[src/rtl/gpt_chan.sv]
`default_nettype none
// ============================================================================
//  Module      : gpt_chan
//  Description : One gate channel. It counts gates over an interval and
//                saturates the count. On evaluation it compares the interval
//                total against the legal window and keeps the result, a
//                sticky error flag and the last total.
//  Revision    : 1.0 - initial release
// ============================================================================
module gpt_chan #(
    parameter int CW      = 9,
    parameter int GPT_MIN = 16,
    parameter int GPT_MAX = 16
) (
    input  logic          clk,
    input  logic          rst,
    input  logic          i_gate,
    input  logic          i_trig,
    input  logic          i_clear,
    input  logic          i_eval,
    output logic          o_err_now,
    output logic          o_time_err,
    output logic          o_err_sticky,
    output logic [CW-1:0] o_last_count
);

    localparam logic [CW-1:0] c_CNT_MAX = {CW{1'b1}};
    localparam logic [CW-1:0] c_MIN     = CW'(GPT_MIN);
    localparam logic [CW-1:0] c_MAX     = CW'(GPT_MAX);

    logic [CW-1:0] r_count;
    logic          r_time_err;
    logic          r_err_sticky;
    logic [CW-1:0] r_last_count;
    logic [CW:0]   w_sum;
    logic [CW-1:0] w_total;
    logic          w_err;

    // A gate on the trig cycle still belongs to the interval that is ending,
    // so the total is count+gate. The extra sum bit catches the overflow
    // that forces saturation.
    assign w_sum   = {1'b0, r_count} + {{CW{1'b0}}, i_gate};
    assign w_total = w_sum[CW] ? c_CNT_MAX : w_sum[CW-1:0];
    assign w_err   = (w_total < c_MIN) || (w_total > c_MAX);

    // Interval counter: restarts after every trig and whenever sync is lost.
    always_ff @(posedge clk) begin
        if (rst || i_clear || i_trig) begin
            r_count <= '0;
        end else if (i_gate && (r_count != c_CNT_MAX)) begin
            r_count <= r_count + CW'(1);
        end
    end

    // Evaluation results. Clear wipes only the sticky flag.
    always_ff @(posedge clk) begin
        if (rst) begin
            r_time_err   <= 1'b0;
            r_err_sticky <= 1'b0;
            r_last_count <= '0;
        end else if (i_clear) begin
            r_err_sticky <= 1'b0;
        end else if (i_eval) begin
            r_time_err   <= w_err;
            r_last_count <= w_total;
            r_err_sticky <= r_err_sticky | w_err;
        end
    end

    assign o_err_now    = w_err;
    assign o_time_err   = r_time_err;
    assign o_err_sticky = r_err_sticky;
    assign o_last_count = r_last_count;

endmodule
`default_nettype wire

[src/rtl/gpt_monitor.sv]
`default_nettype none
// ============================================================================
//  Module      : gpt_monitor
//  Description : Gates-per-trig monitor. It checks that every channel sees
//                a legal number of gate strobes between consecutive trigs.
//                The first trig after reset or clear only establishes sync.
//  Revision    : 1.0 - initial release
// ============================================================================
module gpt_monitor #(
    parameter int NCH     = 4,
    parameter int CW      = 9,
    parameter int GPT_MIN = 16,
    parameter int GPT_MAX = 16,
    parameter int ECW     = 16
) (
    input  logic              clk,
    input  logic              rst,
    input  logic [NCH-1:0]    gate,
    input  logic              trig,
    input  logic              clear,
    output logic              valid,
    output logic [NCH-1:0]    time_err,
    output logic [NCH-1:0]    err_sticky,
    output logic [ECW-1:0]    err_count,
    output logic [NCH*CW-1:0] last_count
);

    localparam logic [0:0]     c_ST_UNSYNCED = 1'b0;
    localparam logic [0:0]     c_ST_SYNCED   = 1'b1;
    localparam logic [ECW-1:0] c_EC_MAX      = {ECW{1'b1}};

    logic [0:0]     r_state;
    logic [0:0]     w_state_nxt;
    logic           w_eval;
    logic           r_valid;
    logic [ECW-1:0] r_err_count;
    logic [NCH-1:0] w_err_now;

    // Reject a window that is inverted or that a CW-bit counter cannot reach.
    generate
        if ((GPT_MIN > GPT_MAX) || (GPT_MAX > ((2 ** CW) - 1))) begin : g_param_check
            $error("gpt_monitor: need GPT_MIN <= GPT_MAX <= 2**CW-1");
        end
    endgenerate

    // Sync state register.
    always_ff @(posedge clk) begin
        if (rst) begin
            r_state <= c_ST_UNSYNCED;
        end else begin
            r_state <= w_state_nxt;
        end
    end

    // Next state and evaluate strobe. Clear overrides a coincident trig.
    always_comb begin
        w_state_nxt = r_state;
        w_eval      = 1'b0;
        if (clear) begin
            w_state_nxt = c_ST_UNSYNCED;
        end else if (trig) begin
            if (r_state == c_ST_UNSYNCED) begin
                w_state_nxt = c_ST_SYNCED;
            end else begin
                w_eval = 1'b1;
            end
        end
    end

    // Result pulse and saturating count of evaluations that had an error.
    always_ff @(posedge clk) begin
        if (rst) begin
            r_valid     <= 1'b0;
            r_err_count <= '0;
        end else begin
            r_valid <= w_eval;
            if (clear) begin
                r_err_count <= '0;
            end else if (w_eval && (|w_err_now) && (r_err_count != c_EC_MAX)) begin
                r_err_count <= r_err_count + ECW'(1);
            end
        end
    end

    generate
        for (genvar k = 0; k < NCH; k++) begin : g_chan
            gpt_chan #(
                .CW      (CW),
                .GPT_MIN (GPT_MIN),
                .GPT_MAX (GPT_MAX)
            ) u_chan (
                .clk          (clk),
                .rst          (rst),
                .i_gate       (gate[k]),
                .i_trig       (trig),
                .i_clear      (clear),
                .i_eval       (w_eval),
                .o_err_now    (w_err_now[k]),
                .o_time_err   (time_err[k]),
                .o_err_sticky (err_sticky[k]),
                .o_last_count (last_count[k*CW +: CW])
            );
        end
    endgenerate

    assign valid     = r_valid;
    assign err_count = r_err_count;

endmodule
`default_nettype wire

[config.mk]
export PLATFORM = sky130hd
export DESIGN_NAME = gpt_monitor
export DESIGN_NICKNAME = d
export VERILOG_FILES = /design/src/rtl/gpt_chan.sv /design/src/rtl/gpt_monitor.sv
export SDC_FILE = /design/constraint.sdc
export NUM_CORES = 1
export LEC_CHECK = 0
export CAP_MARGIN = 20
export CORE_MARGIN = 2
export CORE_UTILIZATION = 55
export CTS_CLUSTER_DIAMETER = 30
export DETAILED_ROUTE_END_ITERATION = 10
export PLACE_DENSITY_LB_ADDON = 0.1
export SKIP_LAST_GASP = 1
export SLEW_MARGIN = 0
export SYNTH_ARGS = -nofsm -noshare
export SYNTH_HDL_FRONTEND = slang
export SYNTH_HIERARCHICAL = 1
export SYNTH_SLANG_ARGS = --single-unit
[constraint.sdc]
create_clock -name clk -period 3.5 [get_ports clk]
set_input_delay 0.35 -clock clk [delete_from_list [all_inputs] [get_ports clk]]
set_output_delay 0.35 -clock clk [all_outputs]
set_load 0.01 [all_outputs]
=== Word-level counts from Yosys, hierarchy flattened ===
Index checks and enable logic that the tools add are counted.

* Register bits: 98
* Latch bits: 0
* Bits in writable memories: 0
* Memory bits (read-only): 0
* Input bits: 8
* Word-level logic and storage cells: 68
* Memories kept: 0

* Add/sub/neg operators: 9
* Multipliers: 0
* Div/mod/pow operators: 0
* Order comparisons: 8
* Equality and inequality tests: 5
* Shifts and indexed selects: 0
* Mux-type cells: 7
* Bitwise operators: 5
* Reductions and logical operators: 15

{| class="wikitable"
|+ Operators by type and width
! cell !! number
|-
| adder 9 x 1 -> 10 bit || 4
|-
| adder 9 x 1 -> 9 bit, second input constant || 4
|-
| > comparator 9 x 5 -> 1 bit, second input constant || 4
|-
| < comparator 9 x 5 -> 1 bit, second input constant || 4
|-
| two-way mux 9 bit || 4
|-
| inequality test 9 bit, second input constant || 4
|-
| adder 16 x 1 -> 16 bit, second input constant || 1
|-
| inequality test 16 bit, second input constant || 1
|-
| logical AND 1 bit || 6
|-
| logical OR 1 bit || 6
|-
| bitwise OR 1 bit || 4
|-
| OR reduction 4 bit || 1
|-
| two-way mux 1 bit || 3
|-
| AND reduction 2 bit || 1
|-
| OR reduction 2 bit || 1
|-
| inverter 1 bit || 1
|}

=== Logic depth before layout (Yosys ltp) ===
Gate-level depths: netlist of the first run.

* Depth after elaboration: 7
* Mapped depth: 12
* Depth with buffers taken out: 10

=== Cells and area by module ===
Netlist of the first run, hierarchy kept.

{| class="wikitable"
|+ Modules (own cells, without submodules)
! module !! instances !! cells each !! area an instance (um^2)
|-
| gpt_chan || 4 || 121 || 1048.5
|-
| gpt_monitor || 1 || 110 || 962.2
|}

=== Least setup slack after synthesis of the first run ===
Ideal clock, no wire load.

* Path type: input to register
* Start point: input port gate[1]
* End point: register r_err_count[15], in the netlist err_count[15]
* Library setup time: 0.129 ns
* Data arrival time: 2.603 ns
* Data required time: 3.371 ns
* Path slack: 0.768 ns
* Cell stages on the path: 10
* Path through: ha_1 > ha_1 > or4_4 > nor2_2 > nand4_2 > or4_1 > nand3_1 > buf_2 > nor4_1 > mux2i_1

* Cells in the longest elaborated chain, start to end: 7
* Elaborated cells on any way between the ends: 8
* Classes of those cells: add/sub: 1; order compare: 2; mux: 1; reduce/logical: 4

{| class="wikitable"
|+ RTL lines
! what !! RTL line !! text
|-
| start: declaration || gpt_monitor.sv:18 || <nowiki>input logic [NCH-1:0] gate,</nowiki>
|-
| adder 9 x 1 -> 10 bit * || gpt_chan.sv:42 || <nowiki>assign w_sum = {1'b0, r_count} + {{CW{1'b0}}, i_gate};</nowiki>
|-
| two-way mux 9 bit * || gpt_chan.sv:43 || <nowiki>assign w_total = w_sum[CW] ? c_CNT_MAX : w_sum[CW-1:0];</nowiki>
|-
| < comparator 9 x 5 -> 1 bit or > comparator 9 x 5 -> 1 bit (tied branches) || gpt_chan.sv:44 || <nowiki>assign w_err = (w_total < c_MIN) || (w_total > c_MAX);</nowiki>
|-
| logical OR 1 bit * || gpt_chan.sv:44 ||
|-
| named net w_err_now[1] || gpt_monitor.sv:37 || <nowiki>logic [NCH-1:0] w_err_now;</nowiki>
|-
| OR reduction 4 bit * || gpt_monitor.sv:79 || <nowiki>end else if (w_eval && (|w_err_now) && (r_err_count != c_EC_MAX)) begin</nowiki>
|-
| logical AND 1 bit * (2 in a row) || gpt_monitor.sv:79 ||
|-
| end signal: assignment || gpt_monitor.sv:80 || <nowiki>r_err_count <= r_err_count + ECW'(1);</nowiki>
|-
| end: declaration || gpt_monitor.sv:36 || <nowiki>logic [ECW-1:0] r_err_count;</nowiki>
|}

The timed path passes the listed nets; every way through them passes the cells marked *.
A chain may end at the register's enable or synchronous reset.

=== Final worst setup path of the first run ===
* Start point: input port gate[0]
* End point: register r_err_count[15], in the netlist err_count[15]

The elaborated chain is that of the path after synthesis.

==> summary.txt, run 1 <==
Global route
  – Vias in the first global route: 3895
  – Initial antenna violation count: 0
  – Largest net degree at the start of global routing: 54
  – First-pass GRT wire length: 18060 um
  – GRT Residual Overflow: 0
  – Tot GR Track Use: 21.74%

Floorplan
  – Core Rows: 35
  – Die ar.: 0.01017 mm2
  – Initial Utilization: 56.34%
  – Die W: 100.8 um
  – Placeable Area: 0.009153 mm2
  – Die Ht: 100.8 um
  – # IOs: 69

STA
  – Final clock skew: 0.01063 ns
  – Setup TNS: 0 ns
  – Worst slew pin tran: 0.9792 ns
  – Tcrit/Tclk final: 88.00%
  – RSZ-0062 raised after global routing: false
  – Min Tclk post-route: 3.080 ns
  – Rel. slew slack: 34.72%
  – Final Slew Violations: 0
  – Fmax: 324.7 MHz
  – Final Hold Viols: 0
  – Setup-failing EPs final: 0

Power
  – Leakage: 1.999 nW
  – Pwr Density: 344.6 mW/mm2
  – VDD IR max: 0.2691 mV
  – Tot Pwr: 2.051 mW

Synthesis
  – Post-synthesis sequential area ratio: 38.05%
  – Cells after synthesis: 594
  – Distinct cell type count after synthesis: 46
  – Synth warn: 6
  – Ys flop type: dfxtp_1
  – Syn nets: 619
  – Post-synthesis async set-or-reset flop share: 0%
  – Count of state elements after synthesis: 98
  – Mapped Avg Cell Area: 8.680 um2
  – Area of the mapped netlist: 0.005156 mm2
  – Post-synth EDFFs: 0

Worst setup path
  – Max FO, Critical Path: 13
  – Most used cell, CP: ha_1
  – Critical path class: primary input to flop
  – Slowest cell on crit path: or4_1
  – Critical Path AT: 3.32 ns
  – CP Data Required Time: 3.74 ns
  – CP max stage delay: 0.61 ns
  – Worst Setup SP: gate[0]
  – Type of origin of the critical path: primary input
  – Worst setup EP type: flop
  – Reg-to-Reg Start: g_chan[0].u_chan/r_count[0]$_SDFFE_PP0P_
  – Worst path cell trace: clkdlybuf4s50_1, ha_1, ha_1, or4_4, nor2_2, nand4_2, or4_1, nand3_1, nor4_1, mux2i_1

Placement
  – Port bufs: 68
  – RD Place Congestion: 0.9125
  – Post-DP HPWL: 7779 um

Job
  – Number of max-cap violations: 0

Finish
  – Commonest non-fill, non-tap cell in the layout: dfxtp_1
  – Share of post-route cells with drive strength above 1: 9.204%
  – Antenna diodes: 0
  – Layout area overhead: 15.41%
  – Commonest non-fill, non-tap cells in the layout: 98 x dfxtp_1, 96 x nor2_1, 67 x clkdlybuf4s50_1
  – Nets@finish: 661

Clocking
  – Setup Buffers After CTS: 0
  – H-tree depth: 3
  – CTS sink cnt: 98
  – Hold buffer count at cts: 0
  – CTS max path bufs: 2
  – Cts repair resizes: 0
  – Skew-Pair Late Insertion Delay: 0.36 ns
  – CTS tree: built
  – CTS root buf: clkbuf_8
  – Clock transition at the registers of the reported paths: 0.09 ns
  – CTS buffer count: 9

Drt
  – Vias: 4286
  – Antenna viol nets, final: 0
  – Residual DRC: 0
  – Vias/cell: 5.699
  – Detailed Route WL: 10710 um
  – Initial DRC Count: 157
  – Routed WL per cell: 14.24 um
  – Initial DRT Pass Iterations: 4

Worst hold path
  – Hold/Removal Path Class: flop to flop
  – Hold path startpoint: g_chan[3].u_chan/o_last_count[7]$_SDFFE_PP0P_

Status
  – Run status: finished, final reports clean
sequential cells by signal, indices dropped and copies added (netlist names):
name and count:
err_count 16, g_chan.u_chan/o_err_sticky 4, g_chan.u_chan/o_last_count 36, g_chan.u_chan/o_time_err 4, g_chan.u_chan/r_count 36, r_state 1
valid 1
critical path, delay by kind of cell:
family,cells,cell delay [ns]
buffers and inverters,1,0.42
multiplexers,1,0.15
AND/OR/NAND/NOR,6,1.84
adder cells (fa/ha/maj),2,0.56
path summary, 6_finish.rpt:
path	to	slack, ns	cells past startpoint
worst max-delay path	err_count[15]$_SDFFE_PP0P_	0.42	10
worst max register to register	err_count[15]$_SDFFE_PP0P_	0.49	9
worst min register to register	g_chan[3].u_chan/o_last_count[7]$_SDFFE_PP0P_	0.46	2
worst min-delay path	g_chan[3].u_chan/o_last_count[7]$_SDFFE_PP0P_	0.46	2
cell type report:
type	count	area, um2
clock inverters	4	73.82
multi-input cells	445	2878
inverters	10	37.54
flip-flops and latches	98	1962
clock buffers	12	155.1
fillers	796	3202
well taps	111	138.9
repair buffers	72	705.7
through the flow:
step           cells  worst slack (ns)  hold WS [ns]  utilization, %  cell area, um2
3_5_place_dp     736           0.07800        0.4515           62.52            5722
4_1_cts          752            0.4559        0.4631           65.02            5951
6_report         752            0.4200        0.4581           65.02            5951
3_3_place_gp     736            0.1238        0.4430           62.52            5722
5_1_grt          752            0.2704        0.4762           65.02            5951
2_1_floorplan    594            0.7681        0.4658               -            5156
cells by family (layout without fill, tap and decap cells):
| group | Yosys count | after routing | synth area share [%] |
|---|---|---|---|
| simple gates | 280 | 280 | 28.68 |
| xor+xnor | 48 | 48 | 8.153 |
| buf+inv | 51 | 98 | 6.139 |
| flops | 98 | 98 | 38.05 |
| mux | 15 | 15 | 3.203 |
| fa+ha+maj | 17 | 17 | 4.125 |
| compound gates | 85 | 85 | 11.65 |
synth_stat cells, types with 7 or more instances:
master / n / share of area, %
nor2_1: 96 / 7.0
or4_1: 9 / 1.3
and3_1: 11 / 1.3
buf_6: 13 / 2.8
xnor2_1: 20 / 3.4
mux2i_1: 11 / 2.1
ha_1: 17 / 4.1
buf_2: 9 / 0.87
nand2b_1: 8 / 0.97
a21oi_1: 20 / 1.9
nand3_1: 31 / 3.0
o31ai_1: 7 / 1.0
xor2_1: 28 / 4.8
nor2b_1: 8 / 0.97
o21ai_1: 7 / 0.68
clkbuf_1: 14 / 1.0
nand2_1: 48 / 3.5
dfxtp_1: 98 / 38
a211oi_1: 24 / 3.5
or3_1: 11 / 1.3
nand4_1: 15 / 1.8
inv_1: 9 / 0.66
layer usage:
metal | track usage [%] | routed length, um | vias up
met5 | 0 | 0 | -
met4 | 7.692 | 157 | 0
met2 | 37.44 | 5165 | 88
met3 | 3.745 | 467 | 15
met1 | 27.38 | 4919 | 2017
li1 | - | - | 2166
where the power goes:
| group | leakage, nW | internal [mW] | switching, mW |
|---|---|---|---|
| Combinational | 1.09 | 0.0419 | 0.0542 |
| Sequential | 0.790 | 1.12 | 0.00615 |
| Clock | 0.117 | 0.443 | 0.384 |
Power figures use the tool's default switching activity.
==> run 2: changes to the inputs <==
--- a/config.mk
+++ b/config.mk
@@ -5,6 +5,7 @@
 export SDC_FILE = /design/constraint.sdc
 export NUM_CORES = 1
 export LEC_CHECK = 0
+export ABC_CLOCK_PERIOD_IN_PS = 3500
 export CAP_MARGIN = 20
 export CORE_MARGIN = 2
 export CORE_UTILIZATION = 55
==> results of run 2 <==
No change in the layout: final DEF, timing and power equal those of run 1.
==> run 3: changes to the inputs <==
--- a/config.mk
+++ b/config.mk
@@ -8,12 +8,12 @@
 export ABC_CLOCK_PERIOD_IN_PS = 3500
 export CAP_MARGIN = 20
 export CORE_MARGIN = 2
-export CORE_UTILIZATION = 55
+export CORE_UTILIZATION = 35
 export CTS_CLUSTER_DIAMETER = 30
 export DETAILED_ROUTE_END_ITERATION = 10
 export PLACE_DENSITY_LB_ADDON = 0.1
 export SKIP_LAST_GASP = 1
-export SLEW_MARGIN = 0
+export SLEW_MARGIN = 10
 export SYNTH_ARGS = -nofsm -noshare
 export SYNTH_HDL_FRONTEND = slang
 export SYNTH_HIERARCHICAL = 1
==> run 3 against run 2 <==
Highest routed layer unchanged. Sequential share of layout area decreased by 0.78 points. Sequential power barely moved. Critical path depth is the same. Cell count increased by 10%. Total power grew 4.4%. Combinational power is 2.3% higher. Hold slack got worse by 0.0015 ns.
==> summary.txt, run 3 (same netlist as run 1, synthesis figures left out) <==
Clocking
  – CTS buffer count: 9 (unchanged)
  – Cts repair resizes: 0 (unchanged)
  – Clock transition at the registers of the reported paths: 0.06 ns (-0.03 ns)
  – CTS sink cnt: 98 (unchanged)
  – CTS max path bufs: 2 (unchanged)
  – Skew-Pair Late Insertion Delay: 0.35 ns (about the same)
  – Setup Buffers After CTS: 0 (unchanged)
  – H-tree depth: 3 (unchanged)
  – CTS root buf: clkbuf_16
  – Hold buffer count at cts: 0 (unchanged)
  – CTS tree: built

Placement
  – Pre-CTS setup slack: 0.06148 ns (-0.01652 ns)
  – Port bufs: 68 (unchanged)
  – Placement Cell Area: 0.005828 mm2 (+1.9%)
  – Post-DP HPWL: 8690 um (+12%)
  – RD Place Congestion: 0.8246 (-9.6%)

Drt
  – Max Used Layer: met4
  – Routed length on met2: 5390 um (+4.4%)
  – Vias/cell: 5.161 (-9.5%)
  – Residual DRC: 0 (unchanged)
  – DR WL met3: 545 um (+17%)
  – Routed WL per cell: 14.59 um (+2.4%)
  – Antenna viol nets, final: 0 (unchanged)
  – Detailed Route WL: 12060 um (+13%)
  – Met1 wire length: 5952 um (+21%)
  – Vias: 4268 (-0.42%)
  – Initial DRC Count: 230 (+46%)
  – Initial DRT Pass Iterations: 4 (unchanged)

Worst setup path
  – Critical Path AT: 3.30 ns (-0.02 ns)
  – Critical path class: primary input to flop
  – Reg2reg setup slack: 0.52 ns (+0.03 ns)
  – Slowest cell on crit path: or4_1
  – Worst path cell trace: clkdlybuf4s50_1, ha_1, ha_1, or4_4, nor2_2, nand4_2, or4_1, nand3_1, nor4_1, mux2i_1
  – CP max stage delay: 0.59 ns (-0.02 ns)
  – Reg-to-Reg Start: g_chan[1].u_chan/r_count[0]$_SDFFE_PP0P_
  – CP Data Required Time: 3.73 ns (about the same)
  – Type of origin of the critical path: primary input
  – Worst setup EP type: flop
  – Max FO, Critical Path: 13 (unchanged)
  – Path depth of the worst reg2reg path: 9 (unchanged)
  – Reg-to-Reg End: err_count[15]$_SDFFE_PP0P_
  – Most used cell, CP: ha_1

Global route
  – Initial antenna violation count: 0 (unchanged)
  – Largest net degree at the start of global routing: 41 (-24%)
  – Vias in the first global route: 3992 (+2.5%)
  – Tot GR Track Use: 15.66% (-6.1 points)
  – GRT Residual Overflow: 0 (unchanged)
  – First-pass GRT wire length: 20210 um (+12%)

Floorplan
  – Die ar.: 0.01572 mm2 (+55%)
  – Die W: 125.4 um (+24%)
  – Core Rows: 44 (+26%)
  – Die Ht: 125.4 um (+24%)
  – Initial Utilization: 35.61% (-21 points)
  – # IOs: 69 (unchanged)
  – Placeable Area: 0.01448 mm2 (+58%)

Finish
  – Nets@finish: 663 (+0.30%)
  – Register area: 0.001962 mm2 (unchanged)
  – Fillers: 1476 (+85%)
  – Final Cell Area: 0.006095 mm2 (+2.4%)
  – Area of the multi-input gates: 0.002878 mm2 (unchanged)
  – Commonest non-fill, non-tap cells in the layout: 98 x dfxtp_1, 96 x nor2_1, 67 x clkdlybuf4s50_1
  – Layout area overhead: 18.20%
  – Commonest non-fill, non-tap cell in the layout: dfxtp_1
  – Share of post-route cells with drive strength above 1: 9.020% (-0.18 points)
  – Antenna diodes: 0 (unchanged)

STA
  – Min Tclk post-route: 3.070 ns (-0.01009 ns)
  – Final worst slack: 0.4301 ns (+0.01009 ns)
  – Fmax: 325.7 MHz (+0.33%)
  – Rel. slew slack: 45.89% (+11 points)
  – Setup TNS: 0 ns (unchanged)
  – Worst slew pin tran: 0.8116 ns (-0.1677 ns)
  – Final Slew Violations: 0 (unchanged)
  – Setup-failing EPs final: 0 (unchanged)
  – Tcrit/Tclk final: 87.71% (-0.29 points)
  – Final Hold Viols: 0 (unchanged)
  – Final clock skew: 0.004519 ns (-0.006115 ns)
  – RSZ-0062 raised after global routing: false

Worst hold path
  – Hold path startpoint: g_chan[0].u_chan/o_last_count[7]$_SDFFE_PP0P_
  – Hold depth: 2 (unchanged)
  – Hold/Removal Path Class: flop to flop
  – Endpoint, Worst Hold: g_chan[0].u_chan/o_last_count[7]$_SDFFE_PP0P_

Job
  – Number of max-cap violations: 0 (unchanged)

Power
  – Pwr Density: 351.3 mW/mm2 (+1.9%)
  – Tot Pwr: 2.141 mW (+4.4%)
  – Leakage: 2.018 nW (+0.96%)
  – VDD IR max: 0.1938 mV (-28%)

Status
  – Run status: finished, final reports clean
run 3: power by group:
group | switching [mW] | internal (mW)
Combinational | 0.0556 | 0.0426
Sequential | 0.00613 | 1.12
Clock | 0.412 | 0.502
Total | 0.474 | 1.67
run 3: final cells by class:
| type | instances | share of cell area [%] |
|---|---|---|
| multi-input cells | 445 | 47.22 |
| flip-flops and latches | 98 | 32.19 |
| repair buffers | 74 | 11.83 |
| clock buffers | 14 | 4.168 |
| well taps | 184 | 3.777 |
| inverters | 10 | 0.6159 |
| clock inverters | 2 | 0.2053 |
run 3: how the worst max path moves through the flow:
| stage | start | end | slack (ns) |
|---|---|---|---|
| after floorplan | gate[1] | err_count[15]$_SDFFE_PP0P_ | 0.77 |
| after global placement | gate[1] | err_count[15]$_SDFFE_PP0P_ | 0.15 |
| after detailed placement | gate[1] | err_count[15]$_SDFFE_PP0P_ | 0.06 |
| after CTS | gate[1] | err_count[15]$_SDFFE_PP0P_ | 0.43 |
| after global routing | gate[1] | err_count[15]$_SDFFE_PP0P_ | 0.26 |
| final | gate[1] | err_count[15]$_SDFFE_PP0P_ | 0.43 |
run 3: worst max-delay path, delay by kind of cell:
family	cells	cell delay, ns
adder cells (fa/ha/maj)	2	0.56
buffers and inverters	1	0.42
AND/OR/NAND/NOR	6	1.80
multiplexers	1	0.16
run 3: metrics by stage:
stage / hold WS, ns / instances / util (%)
after floorplan: 0.4658 / 594 / -
after global placement: 0.4477 / 811 / 40.25
after detailed placement: 0.4531 / 811 / 40.25
after CTS: 0.4625 / 827 / 42.09
after global routing: 0.4918 / 827 / 42.09
final: 0.4565 / 827 / 42.09
run 3: routing by layer:
metal  GRT usage [%]  up-vias
li1                -     2170
met1           21.60     1996
met2           24.14       90
met3           3.166       12
met4           6.078        0
met5               0        -
